**src/rtl/cl2_trap_ctrl.sv**
```systemverilog
// Machine-mode trap controller: trap CSRs, exception/interrupt/MRET acceptance,
// and the IDLE -> FLUSH -> REDIRECT pipeline redirect handshake.
module cl2_trap_ctrl #(
    parameter logic [31:0] MTVEC_RST = 32'h0000_0100
) (
    input  logic        clk_i,
    input  logic        rst_i,
    input  logic        exc_valid_i,
    input  logic [4:0]  exc_cause_i,
    input  logic [31:0] exc_pc_i,
    input  logic [31:0] exc_tval_i,
    input  logic        mret_valid_i,
    input  logic        irq_ext_i,
    input  logic        irq_timer_i,
    input  logic        irq_soft_i,
    input  logic        commit_valid_i,
    input  logic [31:0] commit_pc_i,
    input  logic        csr_we_i,
    input  logic [11:0] csr_addr_i,
    input  logic [31:0] csr_wdata_i,
    output logic [31:0] csr_rdata_o,
    output logic        flush_o,
    output logic        redirect_valid_o,
    output logic [31:0] redirect_pc_o,
    input  logic        redirect_ready_i,
    output logic        busy_o
);

    localparam logic [1:0] ST_IDLE     = 2'd0;
    localparam logic [1:0] ST_FLUSH    = 2'd1;
    localparam logic [1:0] ST_REDIRECT = 2'd2;

    logic [1:0]  state_q, state_d;
    logic        mst_mie_q, mst_mie_d;
    logic        mst_mpie_q, mst_mpie_d;
    // mie/mip hold only the implemented bits, ordered {11, 7, 3}
    logic [2:0]  mie_q, mie_d;
    logic [2:0]  mip_q, mip_d;
    logic [31:0] mtvec_q, mtvec_d;
    logic [31:0] mscratch_q, mscratch_d;
    logic [31:0] mepc_q, mepc_d;
    logic [31:0] mcause_q, mcause_d;
    logic [31:0] mtval_q, mtval_d;
    logic [31:0] target_q, target_d;

    logic        idle;
    logic        take_exc;
    logic        take_mret;
    logic        take_irq;
    logic        take_trap;
    logic [2:0]  irq_pend;
    logic [4:0]  irq_cause;
    logic [4:0]  trap_cause;
    logic [31:0] trap_pc;
    logic [31:0] trap_vec;
    logic [31:0] mstatus_rd;
    logic [31:0] mie_rd;
    logic [31:0] mip_rd;

    assign idle      = (state_q == ST_IDLE);
    assign irq_pend  = mie_q & mip_q;
    assign take_exc  = idle & exc_valid_i;
    assign take_mret = idle & ~exc_valid_i & mret_valid_i;
    assign take_irq  = idle & ~exc_valid_i & ~mret_valid_i & mst_mie_q
                       & commit_valid_i & (|irq_pend);
    assign take_trap = take_exc | take_irq;

    // Interrupt priority: external, then software, then timer
    always_comb begin
        if (irq_pend[2]) begin
            irq_cause = 5'd11;
        end else if (irq_pend[0]) begin
            irq_cause = 5'd3;
        end else begin
            irq_cause = 5'd7;
        end
    end

    assign trap_cause = take_exc ? exc_cause_i : irq_cause;
    assign trap_pc    = take_exc ? exc_pc_i : commit_pc_i;
    assign trap_vec   = {mtvec_q[31:2], 2'b00}
                        + ((take_irq && (mtvec_q[1:0] == 2'b01))
                           ? {25'b0, trap_cause, 2'b00} : 32'h0);

    assign mstatus_rd = {19'b0, 2'b11, 3'b0, mst_mpie_q, 3'b0, mst_mie_q, 3'b0};
    assign mie_rd     = {20'b0, mie_q[2], 3'b0, mie_q[1], 3'b0, mie_q[0], 3'b0};
    assign mip_rd     = {20'b0, mip_q[2], 3'b0, mip_q[1], 3'b0, mip_q[0], 3'b0};

    always_comb begin
        case (csr_addr_i)
            12'h300: csr_rdata_o = mstatus_rd;
            12'h304: csr_rdata_o = mie_rd;
            12'h305: csr_rdata_o = mtvec_q;
            12'h340: csr_rdata_o = mscratch_q;
            12'h341: csr_rdata_o = mepc_q;
            12'h342: csr_rdata_o = mcause_q;
            12'h343: csr_rdata_o = mtval_q;
            12'h344: csr_rdata_o = mip_rd;
            default: csr_rdata_o = '0;
        endcase
    end

    always_comb begin
        state_d    = state_q;
        mst_mie_d  = mst_mie_q;
        mst_mpie_d = mst_mpie_q;
        mie_d      = mie_q;
        mip_d      = {irq_ext_i, irq_timer_i, irq_soft_i};
        mtvec_d    = mtvec_q;
        mscratch_d = mscratch_q;
        mepc_d     = mepc_q;
        mcause_d   = mcause_q;
        mtval_d    = mtval_q;
        target_d   = target_q;

        case (state_q)
            ST_IDLE:     if (take_trap || take_mret) state_d = ST_FLUSH;
            ST_FLUSH:    state_d = ST_REDIRECT;
            ST_REDIRECT: if (redirect_ready_i) state_d = ST_IDLE;
            default:     state_d = ST_IDLE;
        endcase

        // Trap/MRET updates win; a same-cycle software write is dropped entirely
        if (take_trap) begin
            mepc_d     = trap_pc & ~32'h1;
            mcause_d   = {take_irq, 26'b0, trap_cause};
            mtval_d    = take_exc ? exc_tval_i : 32'h0;
            mst_mpie_d = mst_mie_q;
            mst_mie_d  = 1'b0;
            target_d   = trap_vec;
        end else if (take_mret) begin
            mst_mie_d  = mst_mpie_q;
            mst_mpie_d = 1'b1;
            target_d   = mepc_q;
        end else if (csr_we_i) begin
            case (csr_addr_i)
                12'h300: begin
                    mst_mie_d  = csr_wdata_i[3];
                    mst_mpie_d = csr_wdata_i[7];
                end
                12'h304: mie_d      = {csr_wdata_i[11], csr_wdata_i[7], csr_wdata_i[3]};
                12'h305: mtvec_d    = csr_wdata_i & ~32'h2;
                12'h340: mscratch_d = csr_wdata_i;
                12'h341: mepc_d     = csr_wdata_i & ~32'h1;
                12'h342: mcause_d   = csr_wdata_i;
                12'h343: mtval_d    = csr_wdata_i;
                default: ;
            endcase
        end
    end

    always_ff @(posedge clk_i) begin
        if (rst_i) begin
            state_q    <= ST_IDLE;
            mst_mie_q  <= 1'b0;
            mst_mpie_q <= 1'b0;
            mie_q      <= '0;
            mip_q      <= '0;
            mtvec_q    <= MTVEC_RST;
            mscratch_q <= '0;
            mepc_q     <= '0;
            mcause_q   <= '0;
            mtval_q    <= '0;
            target_q   <= '0;
        end else begin
            state_q    <= state_d;
            mst_mie_q  <= mst_mie_d;
            mst_mpie_q <= mst_mpie_d;
            mie_q      <= mie_d;
            mip_q      <= mip_d;
            mtvec_q    <= mtvec_d;
            mscratch_q <= mscratch_d;
            mepc_q     <= mepc_d;
            mcause_q   <= mcause_d;
            mtval_q    <= mtval_d;
            target_q   <= target_d;
        end
    end

    assign flush_o          = (state_q == ST_FLUSH);
    assign redirect_valid_o = (state_q == ST_REDIRECT);
    assign redirect_pc_o    = redirect_valid_o ? target_q : '0;
    assign busy_o           = ~idle;

endmodule
```
**config.mk**
```make
export PLATFORM = sky130hd
export DESIGN_NAME = cl2_trap_ctrl
export DESIGN_NICKNAME = d
export VERILOG_FILES = /design/src/rtl/cl2_trap_ctrl.sv
export SDC_FILE = /design/constraint.sdc
export NUM_CORES = 1
export LEC_CHECK = 0
export ABC_AREA = 1
export CORE_ASPECT_RATIO = 1.25
export CORE_UTILIZATION = 48
export CTS_CLUSTER_SIZE = 12
export DETAILED_ROUTE_END_ITERATION = 6
export PLACE_DENSITY = 0.75
export SYNTH_ARGS = -nofsm -noshare
export SYNTH_HDL_FRONTEND = slang
export SYNTH_SLANG_ARGS = --single-unit
```
**constraint.sdc**
```tcl
create_clock -name clk_i -period 2.5 [get_ports clk_i]
set_clock_uncertainty 0.15 [all_clocks]
set_input_delay 0.5 -clock clk_i [delete_from_list [all_inputs] [get_ports clk_i]]
set_output_delay 0.5 -clock clk_i [all_outputs]
set_load 0.01 [all_outputs]
```
==> key figures <==
Timing
  – Max Freq: 370 MHz
  – Summed negative setup slack over all endpoints: -5060 ps
  – Setup slack after layout: -201 ps
  – Fin crit share: 108%
  – Post-layout min period: 2700 ps
  – Max-slew violation count: 0
  – Tightest slew margin relative to the limit: 63.1%
  – Final setup vio count: 43
  – Pin slew with the least headroom to its limit: 554 ps
  – Final hold violations: 0
  – Setup repair after global routing missed its margin: yes

Clock tree
  – Skew-Pair Late Insertion Delay: 450 ps
  – Post-cts hold buffer count: 0
  – Maximum root-to-sink buffer count: 2
  – Clock tree from TritonCTS: yes
  – Clock transition at path regs: 80 ps
  – Clock Tree Root: sky130_fd_sc_hd__clkbuf_16
  – Number of H-tree levels: 4
  – Clock buffers created by TritonCTS: 17
  – Number of sinks handled by clock tree synthesis: 199

Setup path
  – Critical path arrival: 2050 ps
  – Worst reg-to-reg setup slack: -110 ps
  – Worst Setup Path Type: primary input to output pin
  – Req. time, crit path: 1850 ps
  – Critical path endpoint category: output pin
  – Startpoint type of the worst setup path: primary input
  – Crit-path max FO: 6

Drt
  – DR WL/cell: 19.7 um
  – Number of design rule violations left after detail routing: 0
  – Via count: 14149
  – Remaining antenna violation count after routing: 0
  – Vias per std cell: 5.66
  – First drt pass iteration count: 6
  – Wirelength, routed: 49.3 mm
  – DRC violation total after the first TritonRoute iteration: 1716

GRT
  – Via count of the first global-routing pass: 12819
  – Largest net degree at the start of global routing: 82
  – Initial antenna violation count: 1
  – Tot GR Track Use: 38.7%
  – Wire length of the first global-routing pass: 72.8 mm
  – Gr ovfl total: 0

Floorplanning
  – Die ar.: 24600 um^2
  – Die height: 175 um
  – Effective utilization at floorplan: 48.7%
  – Std-Cell Core Area: 23600 um^2
  – Die width: 141 um
  – Number of placed I/O pins: 222
  – Count of standard-cell rows: 63

Finish
  – Fraction of layout cells with a size suffix above 1: 22.3%
  – Share of the core filled with cells: 71.8%
  – Area growth from synthesis to final layout: 47.5%
  – Count of filler cells inserted in the layout: 2013
  – Top library cells by usage in the layout, fill and taps aside: sky130_fd_sc_hd__nand2_1, sky130_fd_sc_hd__nor2_1, sky130_fd_sc_hd__dfxtp_1
  – Number of nets in the finished design: 2354
  – Ant. Diodes: 0
  – Post-route insts no fill: 2498
  – Commonest non-fill, non-tap cell in the layout: sky130_fd_sc_hd__nand2_1

Synthesis
  – Synth Area in Simple Gates: 38.9%
  – Synth unique cells: 40
  – Complex-gate fraction of the synthesized area: 14.3%
  – Area share of xor/xnor cells in the synthesized design: 0.456%
  – Total standard cell area after synthesis: 11500 um^2
  – FF+latch count, synth: 199
  – Mean instance size in the synthesized netlist: 6.08 um^2
  – YS warnings: 0
  – Sequential-to-total area share from yosys stat: 34.6%
  – Adder-cell share of the synthesized area: 0.717%
  – Combinational family with the most area after synthesis: simple AND/OR/NAND/NOR gates
  – Cells after Synth: 1894
  – Share of synthesized area spent on multiplexers: 0%

Status
  – Status: finished, violations left
  – Failing checks: setup timing

Place
  – Buffers added on ports: 218
  – HPWL Detailed: 33.5 mm
  – Routability cong.: 0.993
  – Cells after DPL: 2416

Pwr
  – Peak VDD IR: 0.527 mV
  – Static leakage power: 7.83 nW
  – P per Cell Area: 467 nW/um^2

Flow run
  – Number of max-cap violations: 0

Worst hold path
  – Class of the worst hold path: flip-flop to flip-flop
-- worst max-delay path, stage by stage --
cell and delay, ps:
sky130_fd_sc_hd__buf_8 80, sky130_fd_sc_hd__nand2_4 50, sky130_fd_sc_hd__nor3_4 250, sky130_fd_sc_hd__buf_6 140, sky130_fd_sc_hd__nand3_4 80, sky130_fd_sc_hd__nor2_4 100, sky130_fd_sc_hd__buf_6 120, sky130_fd_sc_hd__buf_12 130
sky130_fd_sc_hd__buf_16 130, sky130_fd_sc_hd__buf_12 130, sky130_fd_sc_hd__nand2_4 40, sky130_fd_sc_hd__nand2_2 50, sky130_fd_sc_hd__nor2_1 40, sky130_fd_sc_hd__nand2_1 70, sky130_fd_sc_hd__buf_2 130
-- final cells by class --
| cell class | instances | area, um^2 | share of cell area, % |
|---|---|---|---|
| Clock inverter | 13 | 193 | 1.13 |
| Tap cell | 292 | 365 | 2.15 |
| Timing Repair Buffer | 390 | 3910 | 23.0 |
| Inverter | 188 | 713 | 4.20 |
| Multi-Input combinational cell | 1397 | 7370 | 43.4 |
| Clock buffer | 19 | 443 | 2.61 |
| Sequential cell | 199 | 3990 | 23.5 |
-- state kept, by name (all words and copies together), names as in the netlist --
signal and cells:
mcause_q 32, mepc_q 31, mie_q 3, mip_q 3, mscratch_q 32, mst_mie_q 1
mst_mpie_q 1, mtval_q 32, mtvec_q 31, state_q 2, target_q 31
-- synth_stat cells, drive strengths merged --
library cell | count | share of area (%)
nand2 | 593 | 20
nor2 | 247 | 8.5
dfxtp | 199 | 35
o21ai | 191 | 8.3
inv | 188 | 6.1
nand3 | 137 | 6.2
a21oi | 112 | 5.0
buf | 61 | 3.2
nand4 | 54 | 2.9
clkbuf | 52 | 1.7
a31oi | 12 | 0.65
nor3 | 12 | 0.66
or2 | 7 | 0.38
and3 | 6 | 0.33
ha | 5 | 0.54
xor2 | 5 | 0.38
nand3b | 4 | 0.26
o2111ai | 2 | 0.15
a211oi | 1 | 0.065
and2 | 1 | 0.054
conb | 1 | 0.033
fa | 1 | 0.17
o211ai | 1 | 0.065
o21a | 1 | 0.065
xnor2 | 1 | 0.076
-- worst paths after layout --
check / start / endpoint / depth (start not counted)
min: target_q[4] / target_q[4] / 2
max reg2reg: state_q[0] / target_q[28] / 17
min reg2reg: target_q[4] / target_q[4] / 2
max: csr_addr_i[8] / csr_rdata_o[3] / 15
-- stage by stage --
step / power, mW / area [um^2] / hold slack, ps / setup WS (ps)
2_1_floorplan: 4.10 / 11500 / 290 / 5.61
3_3_place_gp: 4.76 / 14800 / 306 / -935
3_5_place_dp: 4.78 / 14800 / 318 / -961
4_1_cts: 7.84 / 16300 / 312 / -149
5_1_grt: 8.16 / 17000 / 332 / -253
6_report: 7.93 / 17000 / 327 / -201
-- logic make-up (layout without fill, tap and decap cells) --
group,count (synthesis),after routing
xor gates and xnor gates,6,6
buffers and inverters,301,610
DFF,199,199
AOI/OAI and AO/OA,320,320
other,1,2
adders and majority gates,6,6
and+or+nand+nor,1061,1063
-- routing by layer --
layer / share of wire, % / vias up / global-route usage, % / routed length, um
met5: 0 / - / 0 / 0
met4: 3.5 / 0 / 13.2 / 1740
met3: 11 / 135 / 7.67 / 5640
met2: 45 / 915 / 61.3 / 22200
met1: 40 / 6449 / 52.5 / 19700
li1: - / 6650 / - / -
-- power breakdown --
group          switching, mW  total (mW)  internal, mW
Combinational          0.805        1.41         0.607
Clock                   1.35        3.08          1.72
Sequential             0.143        3.44          3.30
-- repair_timing --
item,in CTS,in global routing
setup endpoints to repair,90,60
pin swaps,65,93
buffers inserted,37,9
resized for setup,387,169
cloned,8,3
Note: power is estimated with default switching activity, not from simulation.
